File: config.mk
export PLATFORM = sky130hd
export DESIGN_NAME = imm_gen_pipe
export DESIGN_NICKNAME = d
export VERILOG_FILES = /design/src/rtl/imm_gen_pipe.sv
export SDC_FILE = /design/constraint.sdc
export NUM_CORES = 1
export LEC_CHECK = 0
export ABC_AREA = 1
export CORE_ASPECT_RATIO = 1.4
export CORE_MARGIN = 4
export CORE_UTILIZATION = 43
export CTS_CLUSTER_DIAMETER = 200
export CTS_CLUSTER_SIZE = 12
export DETAILED_ROUTE_END_ITERATION = 12
export GPL_TIMING_DRIVEN = 0
export PLACE_DENSITY = 0.83
export SLEW_MARGIN = 20
export SYNTH_ARGS = -nofsm -noshare
export SYNTH_HDL_FRONTEND = slang
export SYNTH_SLANG_ARGS = --single-unit
File: constraint.sdc
create_clock -name clk -period 2.08 [get_ports clk]
set_clock_uncertainty 0.2 [all_clocks]
set_input_delay 0.624 -clock clk [delete_from_list [all_inputs] [get_ports clk]]
set_output_delay 0.624 -clock clk [all_outputs]
set_load 0.02 [all_outputs]
File: src/rtl/imm_gen_pipe.sv
// imm_gen_pipe: RV32I immediate generator with an elastic valid/ready pipeline.
// Optional illegal-opcode counter enabled by defining IMMGEN_ILLEGAL_CNT_EN.
module imm_gen_pipe #(
   parameter int XLEN   = 32,
   parameter int STAGES = 1
) (
   input  logic            clk,
   input  logic            rst_n,
   input  logic            in_valid,
   output logic            in_ready,
   input  logic [31:0]     instr,
   output logic            out_valid,
   input  logic            out_ready,
   output logic [XLEN-1:0] imm_out,
   output logic [2:0]      fmt_out,
   output logic [15:0]     illegal_cnt
);

   localparam logic [2:0] FMT_R = 3'd0;
   localparam logic [2:0] FMT_I = 3'd1;
   localparam logic [2:0] FMT_S = 3'd2;
   localparam logic [2:0] FMT_B = 3'd3;
   localparam logic [2:0] FMT_U = 3'd4;
   localparam logic [2:0] FMT_J = 3'd5;
   localparam logic [2:0] FMT_X = 3'd7;

   typedef struct packed {
      logic [XLEN-1:0] imm;
      logic [2:0]      fmt;
   } payload_t;

   logic [6:0]  opcode;
   logic        is_i;
   logic        is_s;
   logic        is_b;
   logic        is_u;
   logic        is_j;
   logic        is_r;
   logic [31:0] imm32;
   logic [2:0]  dec_fmt;
   payload_t    dec;

   logic [STAGES:0]   rdy;
   logic [STAGES-1:0] v_q;
   logic [STAGES-1:0] v_d;
   payload_t          pl_q [STAGES];
   payload_t          pl_d [STAGES];

   // Opcode classification; the classes are mutually exclusive.
   always_comb begin
      opcode = instr[6:0];
      is_i   = (opcode == 7'b0010011) || (opcode == 7'b0000011) ||
               (opcode == 7'b1100111) || (opcode == 7'b1110011);
      is_s   = (opcode == 7'b0100011);
      is_b   = (opcode == 7'b1100011);
      is_u   = (opcode == 7'b0110111) || (opcode == 7'b0010111);
      is_j   = (opcode == 7'b1101111);
      is_r   = (opcode == 7'b0110011);
   end

   // Immediate assembly per format, 32-bit sign-extended.
   always_comb begin
      imm32   = '0;
      dec_fmt = FMT_X;
      unique case (1'b1)
         is_i: begin
            imm32   = {{20{instr[31]}}, instr[31:20]};
            dec_fmt = FMT_I;
         end
         is_s: begin
            imm32   = {{20{instr[31]}}, instr[31:25], instr[11:7]};
            dec_fmt = FMT_S;
         end
         is_b: begin
            imm32   = {{19{instr[31]}}, instr[31], instr[7],
                       instr[30:25], instr[11:8], 1'b0};
            dec_fmt = FMT_B;
         end
         is_u: begin
            imm32   = {instr[31:12], 12'b0};
            dec_fmt = FMT_U;
         end
         is_j: begin
            imm32   = {{11{instr[31]}}, instr[31], instr[19:12],
                       instr[20], instr[30:21], 1'b0};
            dec_fmt = FMT_J;
         end
         is_r: begin
            imm32   = '0;
            dec_fmt = FMT_R;
         end
         default: begin
            imm32   = '0;
            dec_fmt = FMT_X;
         end
      endcase
   end

   // Widen to XLEN by replicating the 32-bit sign bit.
   always_comb begin
      dec.imm        = {XLEN{imm32[31]}};
      dec.imm[31:0]  = imm32;
      dec.fmt        = dec_fmt;
   end

   // Ready chain: a stage can take data if empty or if its successor moves.
   always_comb begin
      rdy         = '0;
      rdy[STAGES] = out_ready;
      for (int k = STAGES - 1; k >= 0; k--) begin
         rdy[k] = !v_q[k] || rdy[k+1];
      end
   end

   // Next state: ready stages shift in from upstream, stalled stages hold.
   always_comb begin
      v_d  = v_q;
      pl_d = pl_q;
      if (rdy[0]) begin
         v_d[0]  = in_valid;
         pl_d[0] = dec;
      end
      for (int k = 1; k < STAGES; k++) begin
         if (rdy[k]) begin
            v_d[k]  = v_q[k-1];
            pl_d[k] = pl_q[k-1];
         end
      end
   end

   // Pipeline registers; reset flushes all in-flight entries.
   always_ff @(posedge clk or negedge rst_n) begin
      if (!rst_n) begin
         v_q <= '0;
         for (int k = 0; k < STAGES; k++) begin
            pl_q[k] <= '0;
         end
      end else begin
         v_q  <= v_d;
         pl_q <= pl_d;
      end
   end

   assign in_ready  = rdy[0];
   assign out_valid = v_q[STAGES-1];
   assign imm_out   = pl_q[STAGES-1].imm;
   assign fmt_out   = pl_q[STAGES-1].fmt;

`ifdef IMMGEN_ILLEGAL_CNT_EN
   logic [15:0] cnt_q;
   logic [15:0] cnt_d;

   // Saturating count of illegal opcodes taken at the input handshake.
   always_comb begin
      cnt_d = cnt_q;
      if (in_valid && rdy[0] && (dec_fmt == FMT_X) && (cnt_q != 16'hFFFF)) begin
         cnt_d = cnt_q + 16'd1;
      end
   end

   // Counter register, cleared only by reset.
   always_ff @(posedge clk or negedge rst_n) begin
      if (!rst_n) begin
         cnt_q <= '0;
      end else begin
         cnt_q <= cnt_d;
      end
   end

   assign illegal_cnt = cnt_q;
`else
   assign illegal_cnt = '0;
`endif

endmodule

==> out/metrics.csv, run 1 <==
metric,value,unit
status,finished clean,
reg2reg setup slack,0.48,ns
yosys warns,0,
combinational share of power,21.8,%
Psw,436,uW
"Req. time, crit path",1.26,ns
clock buffer count from CTS,5,
CP Launch Type,input pin,
area of the die,6120,um2
FMAX,485,MHz
clock-pin slew on the worst setup and hold paths,0.07,ns
"flops & latches, synth",36,
Routed Antenna Nets,0,
final worst-path setup slack,0.0190,ns
switching portion of total power,28.4,%
layout cell share with drive strength beyond 1,19.2,%
Synth-to-Final Area Change,50.2,%
placed insts,431,
GRT Overall Usage,18.9,%
Final Hold Viols,0,
critical path class,in -> out,
Std-Cell Rows,29,
clk buf depth,2,
Synth area leaders,"dfrtp_1 (43%), nand2_1 (25%), buf_4 (6.0%), nand3_2 (5.7%), nand3_1 (3.3%)",
fin. max-slew vios,0,
drt drc,0,
CP cell instances,dlygate4sd2_1 -> nor2_4 -> inv_6 -> buf_4,
GR Overflow Total,0,
commonest cells in the synthesized netlist,"nand2_1 (139), dfrtp_1 (36), buf_4 (17)",
fin util,68.4,%
R2R cell count,6,
first-pass GRT wire length,8980,um
"EDFF count, synth",0,
Worst VDD drop,436,uV
Hold WC Path Type,reg -> reg,
depth of the CTS H-tree,2,
crit path DAT,1.24,ns
Worst Hold Endpoint,imm_out[3],
fin nets,417,
Worst Hold Launch,imm_out[3],
largest area contributor in the netlist,dfrtp_1,
top cell type's share of synthesized area,42.6,%
initial antenna violation count,0,
Die X,67.3,um
Die H,91.0,um
Pwr Density,483,nW/um2
Initial Util,45.6,%
Netlist Area Pre-Place,2120,um2
Total Power,1.53,mW
part of the power in registers,47.8,%
CP bufs+invs,3,
Pleak,2.17,nW
Detail Placement HPWL,4230,um
Crit-path slowest cell,dlygate4sd2_1,
final setup vio count,0,
core area,4640,um2
top-count cell post-synth,nand2_1,
critical path's largest stage delay,0.26,ns
Routed WL per cell,12.9,um
largest net degree at the start of global routing,34,
Int Power,1.10,mW
vias in the first global route,1905,
period utilisation layout,99.1,%
CP Max Fanout,2,
clk root buf,clkbuf_8,
hold path depth,2,
Clock Power Share,30.3,%
via/cell ratio,4.66,
clock sinks,36,
"FFs w/ async S/R, synth",100,%
crit-path leading delay family,buffers and inverters,
Ant. Diodes,0,
Total Routed Length,5700,um
Main synth FF type,dfrtp_1,
io pins,89,
Finished Layout Cells,443,
vias,2065,
Avg Inst Size Synth,7.53,um2
DR iter-0 viols,173,
reg2reg start,out_valid,
register area share after synthesis,42.6,%
Post-Synthesis Cells,281,
reg2reg end,imm_out[9],
"Distinct cells, synth",23,
port bufs,72,
dpl ws,-1.10,ns
Initial DRT Pass Iterations,4,
Final min period,2.06,ns
Worst Setup End Kind,output pin,
CTS tree,yes,
max capacitance violation total,0,
worst skew pair latency,0.28,ns
routability congestion estimate from global placement,0.856,
==> cell families after synthesis <==
logic type / synth area share (%)
flops: 42.6
compound gates: 2.13
buf+inv: 11.8
other cells: 0.177
simple gates: 43.3
==> flip-flops by register name (all words and copies together) (netlist names) <==
signal and flops:
fmt_out 3, out_valid 1, imm_out 32
==> metal layers <==
metal / track usage, % / share of wire, % / vias up
met4: 7.95 / 1.9 / 0
met5: 0 / 0 / -
li1: - / - / 1032
met1: 21.6 / 36 / 962
met3: 3.58 / 6.5 / 8
met2: 33.4 / 55 / 63
==> tightest hold or removal path: stages, from the launching register on <==
cell,delay (ns)
dfrtp_1,0.34
nand2_1,0.05
nand2_1,0.06
==> how the worst max path moves through the flow <==
stage	depth (start not counted)	slack, ns	end	start
floorplan	3	0.08	in_ready	out_ready
global placement	5	-1.08	in_ready	out_ready
detailed placement	5	-1.10	in_ready	out_ready
CTS	1	0.0005	imm_out[6]	imm_out[6]
global route	7	-0.02	imm_out[10]	instr[0]
finish	4	0.02	in_ready	out_ready
==> final cells by class <==
type,count,area (um2)
repair buffers,79,810
well taps,62,77.6
clock buffers,6,72.6
inverters,14,57.6
flip-flops and latches,36,901
plain buffers,25,196
clock inverters,1,5.00
multi-input cells,220,1060
fillers,398,1470
==> through the flow <==
stage | hold slack (ns) | instance area (um2) | setup TNS [ns]
floorplan | 0.128 | 2170 | 0
CTS | 0.277 | 3070 | 0
global route | 0.302 | 3180 | -0.0264
detailed placement | 0.244 | 2990 | -8.95
global placement | 0.261 | 2970 | -28.90
finish | 0.275 | 3180 | 0
==> power groups by stage <==
stage	combinational, mW	clock [mW]	sequential, mW
5_1_grt	0.363	0.506	0.736
6_report	0.335	0.465	0.733
2_1_floorplan	0.138	0	0.775
4_1_cts	0.332	0.476	0.734
3_5_place_dp	0.333	0	0.748
3_3_place_gp	0.325	0	0.747
==> cells in the final DEF, fill, tap and decap left out, drive strengths merged <==
master,instances
buf,30
clkinv,1
nor3,1
dfrtp,36
nor2,18
inv,14
dlymetal6s2s,21
o21ai,7
dlygate4sd2,19
nand2,148
clkdlybuf4s50,30
a21oi,2
nand3,27
dlygate4sd3,1
conb,16
or2,1
clkbuf,9
==> repair_timing <==
action | 4_1_cts | 5_1_grt
pin swaps | 1 | 1
buffers inserted | 2 | 3
endpoints found under the hold margin | 3 | 0
gates resized for setup | 27 | 30
hold buffers | 1 | 0
endpoints found under the setup margin | 19 | 49
No activity file was read; power rests on OpenSTA's default activity.
==> run 2: changes to the inputs <==
--- a/config.mk
+++ b/config.mk
@@ -6,9 +6,11 @@
 export NUM_CORES = 1
 export LEC_CHECK = 0
 export ABC_AREA = 1
+export CELL_PAD_IN_SITES_DETAIL_PLACEMENT = 0
+export CELL_PAD_IN_SITES_GLOBAL_PLACEMENT = 2
 export CORE_ASPECT_RATIO = 1.4
 export CORE_MARGIN = 4
-export CORE_UTILIZATION = 43
+export CORE_UTILIZATION = 23
 export CTS_CLUSTER_DIAMETER = 200
 export CTS_CLUSTER_SIZE = 12
 export DETAILED_ROUTE_END_ITERATION = 12
==> out/metrics.csv, run 2 (synthesis results as in run 1) <==
metric,value,unit
status,finished clean,
final worst-path setup slack,0.0296,ns
fillers,956,
clk buf depth,2,
crit path from,imm_out[1],
Clock Power Share,46.0,%
DP Area,3040,um2
io pins,89,
Crit-path slowest cell,clkdlybuf4s50_1,
depth of the CTS H-tree,2,
reg2reg start,out_valid,
Seq. cell area,901,um2
Int Power,1.51,mW
Worst VDD drop,343,uV
Psw,488,uW
FMAX,488,MHz
DR iter-0 viols,69,
area of the die,10800,um2
vias in the first global route,1990,
hold path depth,2,
TNS Setup,0,ns
via/cell ratio,4.12,
Routed WL per cell,12.7,um
largest net degree at the start of global routing,30,
reg2reg end,imm_out[10],
Std-Cell Rows,41,
dpl ws,-1.19,ns
Die X,89.1,um
"commonest cells after routing, fill and taps aside","nand2_1 (137), dfrtp_1 (36), clkdlybuf4s50_1 (34)",
Die H,121,um
initial antenna violation count,0,
part of the power in registers,36.8,%
Worst Hold Launch,imm_out[27],
routability congestion estimate from global placement,0.779,
fin area,3370,um2
footprint of the multi-input gates,1070,um2
R2R cell count,6,
period utilisation layout,98.6,%
CP Max Fanout,2,
critical path's largest stage delay,0.60,ns
Pwr Density,591,nW/um2
first-pass GRT wire length,9880,um
Routed Antenna Nets,0,
CP Launch Type,register,
CP bufs+invs,1,
Hold Slack,0.274,ns
layout cell share with drive strength beyond 1,19.9,%
core area,8980,um2
Final min period,2.05,ns
critical path class,reg -> out,
max capacitance violation total,0,
fin. max-slew vios,0,
final setup vio count,0,
CP cell instances,clkdlybuf4s50_1,
drt drc,0,
CTS tree,yes,
vias,2016,
crit-path leading delay family,buffers and inverters,
"commonest non-fill, non-tap cell in the layout",nand2_1,
Initial DRT Pass Iterations,4,
GRT Overall Usage,11.8,%
max reg flops,32,
combinational share of power,17.2,%
reg2reg setup slack,0.47,ns
crit path DAT,1.23,ns
clock sinks,36,
Initial Util,23.6,%
Total Routed Length,6210,um
Worst Hold Endpoint,imm_out[27],
Ant. Diodes,0,
Pleak,2.24,nW
clk root buf,clkbuf_16,
clock-pin slew on the worst setup and hold paths,0.06,ns
Worst Setup End Kind,output pin,
clock buffer count from CTS,5,
Hold WC Path Type,reg -> reg,
worst skew pair latency,0.27,ns
Detail Placement HPWL,4790,um
switching portion of total power,24.4,%
Synth-to-Final Area Change,59.5,%
GR Overflow Total,0,
fin nets,417,
Final Hold Viols,0,
port bufs,72,
"Req. time, crit path",1.26,ns
run 2: changes by cell type in the layout (fill, tap and decap cells not counted), moves of 2 or more:
cell / delta
dlygate4sd2_1: -9
clkbuf_16: +5
clkdlybuf4s50_1: +4
dlymetal6s2s_1: +4
buf_6: +3
clkbuf_8: -3
buf_4: -2
run 2: power groups by stage:
stage	clock network, mW	logic, mW	registers (mW)
2_1_floorplan	0	0.138	0.775
6_report	0.917	0.343	0.735
4_1_cts	0.942	0.345	0.736
5_1_grt	0.965	0.376	0.737
3_5_place_dp	0	0.341	0.748
3_3_place_gp	0	0.336	0.747
run 2: per-layer routing:
layer | global-route usage (%) | up-vias | share of wire [%]
met4 | 3.91 | 0 | 1.3
met2 | 21.5 | 52 | 54
li1 | - | 1031 | -
met3 | 1.49 | 4 | 5.2
met5 | 0 | - | 0
met1 | 14.0 | 929 | 39
run 2: cell type report:
type                       instances  share of cell area (%)
tap                              107                    3.97
sequential                        36                    26.7
multi-input combinational        220                    31.7
buffer                            25                    5.82
clock buffer                       7                    4.52
inverter                          14                    1.71
clock inverter                     1                   0.890
timing repair buffer              79                    24.7
run 2: timing repair:
action	CTS	global route
hold buffers	1	0
endpoints found under the hold margin	7	0
cloned	0	0
resized for setup	20	38
setup endpoints to repair	20	52
pin swaps	1	3
buffers inserted	2	3
run 2: stage by stage:
stage               instances  util (%)  power (mW)
floorplan                 296         -       0.914
global placement          475      33.7        1.08
detailed placement        476      33.9        1.09
CTS                       486      36.1        2.02
global route              489      37.6        2.08
finish                    489      37.6        1.99
run 2: worst max path at each step:
stage | cells after the start | slack, ns | end
6_report | 1 | 0.03 | imm_out[1]
5_1_grt | 10 | -0.003 | imm_out[28]
4_1_cts | 1 | 0.0004 | imm_out[14]
3_5_place_dp | 5 | -1.19 | in_ready
3_3_place_gp | 5 | -1.18 | in_ready
2_1_floorplan | 3 | 0.08 | in_ready
